[config.mk]
export PLATFORM = sky130hd
export DESIGN_NAME = mul_seq_ctrl
export DESIGN_NICKNAME = d
export VERILOG_FILES = /design/src/rtl/mul_pkg.sv /design/src/rtl/mul_step.sv /design/src/rtl/mul_seq_ctrl.sv
export SDC_FILE = /design/constraint.sdc
export NUM_CORES = 1
export LEC_CHECK = 0
export ABC_CLOCK_PERIOD_IN_PS = 1770
export BUFFER_PORTS_ARGS = -buffer_cell sky130_fd_sc_hd__buf_2
export CORE_MARGIN = 5
export CORE_UTILIZATION = 30
export DETAILED_ROUTE_END_ITERATION = 7
export SLEW_MARGIN = 20
export SYNTH_ARGS = -nofsm -noshare
export SYNTH_HDL_FRONTEND = slang
export SYNTH_SLANG_ARGS = --single-unit
[constraint.sdc]
create_clock -name CLK -period 1.77 [get_ports CLK]
set_clock_uncertainty 0.1 [all_clocks]
set_input_delay 0.0885 -clock CLK [delete_from_list [all_inputs] [get_ports CLK]]
set_output_delay 0.0885 -clock CLK [all_outputs]
set_load 0.01 [all_outputs]
[src/rtl/mul_pkg.sv]
// Shared types and defaults for the sequential shift-and-add multiplier.
package mul_pkg;

   typedef enum logic [1:0] {
      IDLE = 2'd0,
      RUN  = 2'd1,
      DONE = 2'd2
   } state_t;

   localparam int N_DEFAULT = 4;

endpackage : mul_pkg

[src/rtl/mul_step.sv]
// One shift-and-add step: conditionally add the multiplicand, then shift it.
// This holds the only adder in the multiplier and is reused every RUN cycle.
module mul_step #(
   parameter int N = 4
) (
   input  logic [2*N-1:0] acc_i,
   input  logic [2*N-1:0] mcand_i,
   input  logic           mplier_lsb_i,
   output logic [2*N-1:0] acc_next_o,
   output logic [2*N-1:0] mcand_next_o
);

   // The sum cannot overflow 2N bits: the largest product is (2^N-1)^2.
   assign acc_next_o   = mplier_lsb_i ? (acc_i + mcand_i) : acc_i;
   assign mcand_next_o = mcand_i << 1;

endmodule : mul_step

[src/rtl/mul_seq_ctrl.sv]
// Sequential unsigned multiplier controller: start/done handshake around a
// single reused add/shift step, fixed latency of N RUN cycles.
module mul_seq_ctrl
   import mul_pkg::*;
#(
   parameter int N = N_DEFAULT
) (
   input  logic           CLK,
   input  logic           RESET,
   input  logic           start,
   input  logic [N-1:0]   A,
   input  logic [N-1:0]   B,
   output logic           busy,
   output logic           done,
   output logic [2*N-1:0] Y
);

   localparam int             CNT_W    = (N > 1) ? $clog2(N) : 1;
   localparam logic [CNT_W-1:0] CNT_LAST = CNT_W'(N - 1);

   state_t           state_q;
   logic [2*N-1:0]   acc_q;
   logic [2*N-1:0]   mcand_q;
   logic [N-1:0]     mplier_q;
   logic [CNT_W-1:0] cnt_q;
   logic             busy_q;
   logic             done_q;

   logic [2*N-1:0]   acc_d;
   logic [2*N-1:0]   mcand_d;

   mul_step #(.N(N)) u_step (
      .acc_i        (acc_q),
      .mcand_i      (mcand_q),
      .mplier_lsb_i (mplier_q[0]),
      .acc_next_o   (acc_d),
      .mcand_next_o (mcand_d)
   );

   // NOTE: all state lives in one clocked block with non-blocking assignments,
   // so every register samples the pre-edge values of its neighbours.
   always_ff @(posedge CLK or posedge RESET) begin
      if (RESET) begin
         state_q  <= IDLE;
         acc_q    <= '0;
         mcand_q  <= '0;
         mplier_q <= '0;
         cnt_q    <= '0;
         busy_q   <= 1'b0;
         done_q   <= 1'b0;
      end else begin
         unique case (state_q)
            IDLE, DONE: begin
               // DONE accepts a new request directly, enabling back-to-back use.
               if (start) begin
                  mcand_q  <= {{N{1'b0}}, A};
                  mplier_q <= B;
                  acc_q    <= '0;
                  cnt_q    <= '0;
                  state_q  <= RUN;
                  busy_q   <= 1'b1;
                  done_q   <= 1'b0;
               end
            end
            RUN: begin
               acc_q    <= acc_d;
               mcand_q  <= mcand_d;
               mplier_q <= mplier_q >> 1;
               cnt_q    <= cnt_q + 1'b1;
               if (cnt_q == CNT_LAST) begin
                  state_q <= DONE;
                  busy_q  <= 1'b0;
                  done_q  <= 1'b1;
               end
            end
            default: begin
               state_q <= IDLE;
               busy_q  <= 1'b0;
               done_q  <= 1'b0;
            end
         endcase
      end
   end

   assign busy = busy_q;
   assign done = done_q;
   assign Y    = acc_q;

endmodule : mul_seq_ctrl

======== Yosys cells after proc, flatten, opt, wreduce, memory -nomap -nowiden ========
Index checks and enable logic that the tools add are counted.
storage, ports and cells
  register bits ........................... 26
  input bits .............................. 11
  logic and storage cells ................. 39
cells by class
  add/subtract/negate cells ............... 2
  equal/unequal tests ..................... 6
  multiplexer cells ....................... 18
  reductions and logical operators ........ 6
operator list
  operator                                                               number
  8-bit one-hot mux with 2 select lines                                  2
  8-bit 2-to-1 mux                                                       3
  8-bit adder                                                            1
  2-bit one-hot mux with 2 select lines                                  2
  4-bit one-hot mux with 2 select lines                                  1
  2-bit 2-to-1 mux                                                       3
  2-bit inequality test, second input constant                           3
  2-bit equality test, second input constant                             2
  1-bit 2-to-1 mux                                                       4
  4-bit 2-to-1 mux                                                       1
  1-bit one-hot mux with 2 select lines                                  2
  2-bit AND reduction                                                    2
  3-bit AND reduction                                                    1
  2-bit by 1-bit adder with 2-bit output, second input constant          1
  2-bit by 1-bit equality test with 1-bit output, second input constant  1
  2-bit zero test                                                        1
  2-bit nonzero test                                                     1
  2-bit OR reduction                                                     1

======== Logic depth before layout (Yosys ltp) ========
Gate-level depths: netlist of run 1.
  depth after elaboration ................. 4
  mapped depth ............................ 7
  gate-level depth less buffers ........... 7

======== By module ========
From an unflattened synthesis of run 1, not the netlist that was laid out.
second synthesis, totals
  cell total of the unflattened synthesis .. 154
  area, all modules ....................... 1,586.5 um^2
modules (own cells, without submodules)
  module        instances  cells an instance  area an instance (um^2)  seq. area each (um^2)
  mul_seq_ctrl  1          88                 1,077.3                  625.6
  mul_step      1          66                 509.2                    0.0

======== Worst setup path after synthesis of run 1 ========
OpenSTA, ideal clock, no wires.
  kind .................................... register to register
  start ................................... reg acc_q[0], in the netlist Y[0]
  end ..................................... reg acc_q[6], in the netlist Y[6]
  library setup time ...................... 0.130 ns
  data arrival time ....................... 1.712 ns
  required time ........................... 1.540 ns
  path slack .............................. -0.172 ns
  stages on the path, launching flop included .. 8
  period minus slack after synthesis ...... 1.942 ns
  cell sequence ........................... dfrtp_1 > ha_1 > fa_1 > a21o_1 > a21o_1 > a21oi_1 > or4b_1 > nand3_1
on the way
  cells in the longest elaborated chain, start to end .. 3
RTL lines
  element                                RTL line            text
  start, declared                        mul_seq_ctrl.sv:22  logic [2*N-1:0] acc_q;
  start signal, assigned                 mul_seq_ctrl.sv:45  acc_q <= '0;
  start signal, assigned                 mul_seq_ctrl.sv:58  acc_q <= '0;
  start signal, assigned                 mul_seq_ctrl.sv:66  acc_q <= acc_d;
  8-bit adder                            mul_step.sv:14      assign acc_next_o = mplier_lsb_i ? (acc_i + mcand_i) : acc_i;
  8-bit 2-to-1 mux                       mul_step.sv:14
  8-bit one-hot mux with 2 select lines  mul_seq_ctrl.sv:52  unique case (state_q)
No other way between the ends. The select of a mux whose other input is x is not followed.
A chain may end at the register's enable or synchronous reset.

======== Worst setup path in the final report of run 1 ========
  start ................................... reg acc_q[1], in the netlist Y[1]
  end ..................................... reg acc_q[6], in the netlist Y[6]
The elaborated chain is that of the path after synthesis.

==> out/metrics.sh, run 1 <==
ASYNC_RESET_FF_FRAC=1.00
GRT.TOTAL_USAGE=0.107
TRITONCTS.NUM_BUFFERS=3
STATUS='finished with violations'
YS_SEQ_ELEMENTS=25
FINAL_ROUTED_WIRELENGTH_UM=3080
FINAL_CRITICAL_PATH_SETUP_SLACK_NS=-0.0859
VIAS_PER_CELL=4.82
FIN_CRIT_SH=1.05
PLACE_WORST_SETUP_SLACK_NS=-0.0956
CTS_TREE='yes'
FINISH.NET_COUNT=200
CLOCK-SINKS=25
SYNTH.CELL_AREA_UM2=1310
SLEW-LIMIT-HEADROOM=0.733
CAP_VIOL_MAX_COUNT=0
RSZ0062_AT_GRT='true'
PORTBUFFERS=20
CHIPHEIGHT_UM=76.2
DIE_FOOTPRINT_UM2=5800
FIN_CRIT_NS=1.86
START_KIND='flip-flop'
MAXSLEWVIOLCOUNT=0
SYNTH.YOSYS.SEQ_AREA_SHARE=0.476
INITIAL_ANTENNA_VIOLATION_COUNT=0
SYNTH_TOP_FLOP_CELL='sky130_fd_sc_hd__dfrtp_1'
NFILLCELLS=418
FAILING_CHECKS='setup timing'
WORST_SKEW_PAIR.LATE_LATENCY_NS=0.27
PROPORTION_OF_LAYOUT_CELLS_WITH_A_DRIVE_SUFFIX_ABOVE_1=0.335
CTSHTREEMAXLEVEL=1
AVGROUTEDWIREPERCELL_UM=13.3
POWER_LEAKAGE_nW=0.872
ANTENNA_CELLS_INSERTED=0
GRT_PASS1_WL_UM=5090
CP-END-KIND='flip-flop'
FINALSETUPVIOLCOUNT=2
POST_SYNTHESIS_CELL_TYPE_COUNT=32
ANTENNA_VIOLATING_NETS_POST_ROUTE=0
CRITICAL_PATH_REQUIRED_NS=1.82
ROUTABILITYCONGESTION=0.839
CLOCK_TREE.BUFFER_DEPTH=2
SYNTHESIS.NETS=150
WORST_SLEW_PIN_SLEW_NS=0.401
GRT_PASS1_VIAS=1105
CLOCKROOTBUFFER='sky130_fd_sc_hd__clkbuf_8'
INSTANCES_NO_FILL=231
MIN_DELAY_PATH_DEPTH=3
VIAS=1114
DIE_W_UM=76.2
HOLD_PATH.CLASS='in2reg'
SYNTH.YOSYS.WARNINGS=0
MAXCLOCKFREQUENCY_GHz=0.539
INITIAL_CORE_UTIL=0.306
ARRIVAL_WORST_ENDPOINT_NS=1.91
GLOBAL_ROUTE.OVERFLOW_TOTAL=0
PLACEABLE_CORE_REGION_UM2=4290
PLACEDINSTANCEAREA_UM2=1640
GRT_MAX_DEGREE=26
DPL.CELL_COUNT=215
FINALPOWER_mW=3.45
TOTALNEGATIVESETUPSLACK_NS=-0.147
DRC=0
DRT-PASS1-ITER-COUNT=4
SYN_INST=130
CTS.REPORTEDPATHS.CLKPINSLEW_NS=0.09
LAYOUT-AREA-OVERHEAD-VS-SYNTH_PCT=39.3
PLACE_HPWL_UM=2250
DESIGN.PORTCOUNT=21
IR_DROP_V=0.000431
CRITICALPATHCATEGORY='reg2reg'
WORSTREGTOREGCELLS=7
NUMBER_OF_ENABLE_TYPE_REGISTER_CELLS_IN_THE_SYNTHESIZED_NETLIST=0
DRT_ITER0_MARKERS=19
POWER_DENSITY_nW_PER_UM2=1880
DESIGN_AREA_UM2=1830
HOLD_VIOL=0
TIMING.CRITICAL_PATH.FANOUT_MAX=3
FLOORPLAN.ROWS=24
SYNTH_AREA_PER_CELL_UM2=10.1
## cells by family (layout without fill, tap and decap cells)
family | count (synthesis) | in the layout | synth area share
simple gates | 46 | 46 | 0.186
compound gates | 35 | 35 | 0.177
flops | 25 | 25 | 0.476
fa+ha+maj | 9 | 9 | 0.0914
buf+inv | 9 | 58 | 0.0276
xor+xnor | 4 | 4 | 0.0267
mux | 2 | 2 | 0.0152
## critical path: stages (launching register included)
cell	delay (ns)
sky130_fd_sc_hd__dfrtp_2	0.45
sky130_fd_sc_hd__buf_6	0.13
sky130_fd_sc_hd__fa_2	0.38
sky130_fd_sc_hd__a21o_1	0.17
sky130_fd_sc_hd__a21o_1	0.18
sky130_fd_sc_hd__a21oi_2	0.15
sky130_fd_sc_hd__or4b_1	0.12
sky130_fd_sc_hd__nand3_1	0.05
## cells in the mapped netlist, drive strengths merged (2+ instances only)
| master | number | area share |
|---|---|---|
| o21ai | 10 | 0.038 |
| nor3b | 3 | 0.017 |
| nor2 | 18 | 0.051 |
| ha | 8 | 0.076 |
| nor2b | 2 | 0.0095 |
| xnor2 | 2 | 0.013 |
| mux2i | 2 | 0.015 |
| a22o | 8 | 0.053 |
| clkbuf | 4 | 0.011 |
| a21oi | 4 | 0.015 |
| a21o | 3 | 0.017 |
| nand3 | 7 | 0.027 |
| xor2 | 2 | 0.013 |
| o22ai | 6 | 0.029 |
| nand2 | 6 | 0.017 |
| or4b | 2 | 0.015 |
| inv | 3 | 0.0086 |
| dfrtp | 25 | 0.48 |
| buf | 2 | 0.0076 |
| nor3 | 3 | 0.019 |
## sequential cells by signal, indices dropped and copies added (netlist names)
name and flops:
cnt_q 2, mcand_q 8, mplier_q 4, state_q 2, busy 1, Y 8
## power by group
group / switching (mW) / internal, mW / leakage [nW]
Sequential: 0.231 / 0.842 / 0.309
Clock: 0.188 / 0.158 / 0.0255
Combinational: 0.984 / 1.05 / 0.537
Total: 1.40 / 2.05 / 0.872
## routing by layer
layer  global-route usage  up-vias  share of wire
met5                    0        -              0
met3               0.0154        2          0.022
met2                0.175       14           0.51
met1                0.138      535           0.46
li1                     -      563              -
met4               0.0524        0         0.0088
## path summary, 6_finish.rpt
path | slack (ns) | start | endpoint
max | -0.09 | Y[1] | Y[6]
min | 0.05 | start | busy
max reg2reg | -0.09 | Y[1] | Y[6]
min reg2reg | 0.38 | Y[7] | Y[7]
max in group asynchronous | 1.00 | RESET | mcand_q[1]
min in group asynchronous | 0.30 | RESET | Y[3]
## cell type report
type | count | area, um^2 | area share
well taps | 52 | 65.1 | 0.0355
repair buffers | 51 | 359 | 0.196
multi-input cells | 96 | 721 | 0.394
clock buffers | 3 | 41.3 | 0.0226
inverters | 3 | 11.3 | 0.00615
flip-flops and latches | 25 | 628 | 0.343
clock inverters | 1 | 5.00 | 0.00273
## cells in the final DEF (no fill, tap or decap), types with 2 or more instances in the layout
cell                            count
sky130_fd_sc_hd__a21oi_1            2
sky130_fd_sc_hd__xnor2_1            2
sky130_fd_sc_hd__ha_4               3
sky130_fd_sc_hd__dfrtp_2            2
sky130_fd_sc_hd__nor2b_1            2
sky130_fd_sc_hd__xor2_1             2
sky130_fd_sc_hd__nand2_1            6
sky130_fd_sc_hd__nor3b_1            3
sky130_fd_sc_hd__mux2i_1            2
sky130_fd_sc_hd__o22ai_1            6
sky130_fd_sc_hd__a21o_1             3
sky130_fd_sc_hd__nor3_2             3
sky130_fd_sc_hd__a22o_1             8
sky130_fd_sc_hd__inv_1              3
sky130_fd_sc_hd__o21ai_1            3
sky130_fd_sc_hd__clkbuf_8           3
sky130_fd_sc_hd__nor2_1            18
sky130_fd_sc_hd__buf_2             20
sky130_fd_sc_hd__o21ai_0            6
sky130_fd_sc_hd__buf_4             21
sky130_fd_sc_hd__ha_1               5
sky130_fd_sc_hd__a21oi_2            2
sky130_fd_sc_hd__nand3_1            7
sky130_fd_sc_hd__or4b_1             2
sky130_fd_sc_hd__dlygate4sd3_1      9
sky130_fd_sc_hd__dfrtp_1           23
## through the flow
step	util	hold slack [ns]
2_1_floorplan	-	0.0157
3_3_place_gp	0.381	0.0572
3_5_place_dp	0.381	0.0607
4_1_cts	0.415	0.0530
5_1_grt	0.426	0.0967
6_report	0.426	0.0478
## timing repair
item,CTS,global route
gates resized for setup,0,9
pin swaps,1,8
setup endpoints to repair,3,4
hold endpoints to repair,33,0
hold buffers,9,0
setup buffers,1,2
Note: power is estimated with default switching activity, not from simulation.
==> inputs of run 2 (changes only) <==
--- a/config.mk
+++ b/config.mk
@@ -10,6 +10,7 @@
 export CORE_MARGIN = 5
 export CORE_UTILIZATION = 30
 export DETAILED_ROUTE_END_ITERATION = 7
+export PLACE_DENSITY = 0.51
 export SLEW_MARGIN = 20
 export SYNTH_ARGS = -nofsm -noshare
 export SYNTH_HDL_FRONTEND = slang
==> run 2 against run 1 <==
Critical path depth stayed put. The flow still finishes with violations (setup timing). Highest routed layer unchanged. Flip-flop and latch count unchanged. Non-clock buffer count up 1. Global-route usage is 0.99 points higher. Clock-buffer cell count did not move. Worst setup slack improved by 0.018 ns. Combinational power is essentially flat. Core utilization grew 0.12 points. Critical path type unchanged. Clock power grew 4%. Cell count rose by 0.43%.
==> out/metrics.sh, run 2 (same netlist as run 1, synthesis figures left out) <==
FINISH.NET_COUNT=201
RSZ0062_AT_GRT='true'
DIE_FOOTPRINT_UM2=5800
PLACEDINSTANCEAREA_UM2=1640
AVGROUTEDWIREPERCELL_UM=13.9
PLACEABLE_CORE_REGION_UM2=4290
MAXSLEWVIOLCOUNT=0
FINALPOWER_mW=3.49
FINALSETUPVIOLCOUNT=3
ROUTABILITYCONGESTION=0.839
VIAS=1129
GLOBAL_ROUTE.OVERFLOW_TOTAL=0
PROPORTION_OF_LAYOUT_CELLS_WITH_A_DRIVE_SUFFIX_ABOVE_1=0.339
TRITONCTS.NUM_BUFFERS=3
TIMING.CRITICAL_PATH.FANOUT_MAX=2
GRT_PASS1_WL_UM=5700
HOLD_PATH.CLASS='in2reg'
CTS_TREE='yes'
HOLD_VIOL=0
PORTBUFFERS=20
IR_DROP_V=0.000612
MIN_DELAY_PATH_DEPTH=3
ANTENNA_VIOLATING_NETS_POST_ROUTE=0
WORSTREG2REGSTART='mcand_q[0]'
ANTENNA_CELLS_INSERTED=0
VIAS_PER_CELL=4.87
DESIGN_AREA_UM2=1840
PLACE_WORST_SETUP_SLACK_NS=-0.0795
LAYOUT.CELLS.MOST_COMMON_LIST='sky130_fd_sc_hd__dfrtp_1, sky130_fd_sc_hd__buf_4, sky130_fd_sc_hd__buf_2'
FAILING_CHECKS='setup timing'
WORST_SKEW_PAIR.LATE_LATENCY_NS=0.27
CAP_VIOL_MAX_COUNT=0
DIE_W_UM=76.2
WORST_R2R_ENDPOINT='Y[6]'
WORSTREGTOREGCELLS=7
FIN_CRIT_SH=1.04
GRT_PASS1_VIAS=1211
MAXCLOCKFREQUENCY_GHz=0.544
GRT_MAX_DEGREE=26
TOTALNEGATIVESETUPSLACK_NS=-0.106
DRT_ITER0_MARKERS=49
FINAL_ROUTED_WIRELENGTH_UM=3220
FINAL_CRITICAL_PATH_SETUP_SLACK_NS=-0.0681
CRITICAL_PATH_REQUIRED_NS=1.83
WORST_SLEW_PIN_SLEW_NS=0.500
CRITICALPATHCATEGORY='reg2reg'
LAYOUT-AREA-OVERHEAD-VS-SYNTH_PCT=39.7
HOLD_PATH_SINK='busy'
CLOCKROOTBUFFER='sky130_fd_sc_hd__clkbuf_8'
GRT.TOTAL_USAGE=0.117
LAYOUT.CORE_UTILIZATION=0.427
STATUS='finished with violations'
HOLDWS_NS=0.0310
CTS.REPORTEDPATHS.CLKPINSLEW_NS=0.10
SLEW-LIMIT-HEADROOM=0.666
PLACE_HPWL_UM=2400
INITIAL_ANTENNA_VIOLATION_COUNT=0
DRC=0
FIN_CRIT_NS=1.84
FLOORPLAN.ROWS=24
HOLDCRITSTARTPOINT='start'
REGTOREGSETUPSLACK_NS=-0.07
DPL.CELL_COUNT=215
CP-END-KIND='flip-flop'
CHIPHEIGHT_UM=76.2
ARRIVAL_WORST_ENDPOINT_NS=1.90
DRT-PASS1-ITER-COUNT=4
DESIGN.PORTCOUNT=21
POWER_DENSITY_nW_PER_UM2=1900
START_KIND='flip-flop'
INITIAL_CORE_UTIL=0.306
POWER_LEAKAGE_nW=0.869
INSTANCES_NO_FILL=232
CLOCK_TREE.BUFFER_DEPTH=2
CLOCK-SINKS=25
CTSHTREEMAXLEVEL=1
[run 2: how the worst max path moves through the flow]
stage,from,end,slack (ns),cells after the start
finish,mcand_q[0],Y[6],-0.07,7
global route,mcand_q[0],Y[6],-0.17,7
CTS,Y[1],Y[7],-0.09,6
detailed placement,mcand_q[0],Y[6],-0.08,7
global placement,mcand_q[0],Y[6],-0.04,7
floorplan,Y[0],Y[6],-0.04,7
[run 2: layout make-up]
class,count,area (um^2)
Sequential cell,25,628
Clock buffer,3,41.3
Clock inverter,1,7.51
Multi-Input combinational cell,96,719
Inverter,3,11.3
Tap cell,52,65.1
Timing Repair Buffer,52,363
Fill cell,436,2460
[run 2: metal layers]
layer  vias up  global-route usage  share of wire
met5         -                   0              0
met4         0              0.0524          0.019
met3         4              0.0118          0.018
met2        14               0.198           0.49
met1       542               0.150           0.47
li1        569                   -              -
[run 2: what timing repair did]
item	in CTS	in global routing
buffers inserted	3	1
cloned	0	0
endpoints found under the setup margin	3	4
endpoints found under the hold margin	33	0
hold buffers	9	0
gates resized for setup	2	5
pin swaps	3	2
[run 2: critical path, stage by stage, from the launching register on]
cell and delay [ns]:
sky130_fd_sc_hd__dfrtp_1 0.40, sky130_fd_sc_hd__ha_2 0.20, sky130_fd_sc_hd__fa_2 0.35, sky130_fd_sc_hd__a21o_1 0.17, sky130_fd_sc_hd__a21o_1 0.20, sky130_fd_sc_hd__a21oi_2 0.13
sky130_fd_sc_hd__or4b_1 0.12, sky130_fd_sc_hd__nand3_1 0.06
[run 2: power by group]
| group | internal (mW) | leakage (nW) | switching [mW] | total [mW] |
|---|---|---|---|---|
| logic | 1.06 | 0.538 | 0.981 | 2.04 |
| registers | 0.841 | 0.309 | 0.242 | 1.08 |
| clock network | 0.160 | 0.0217 | 0.200 | 0.360 |
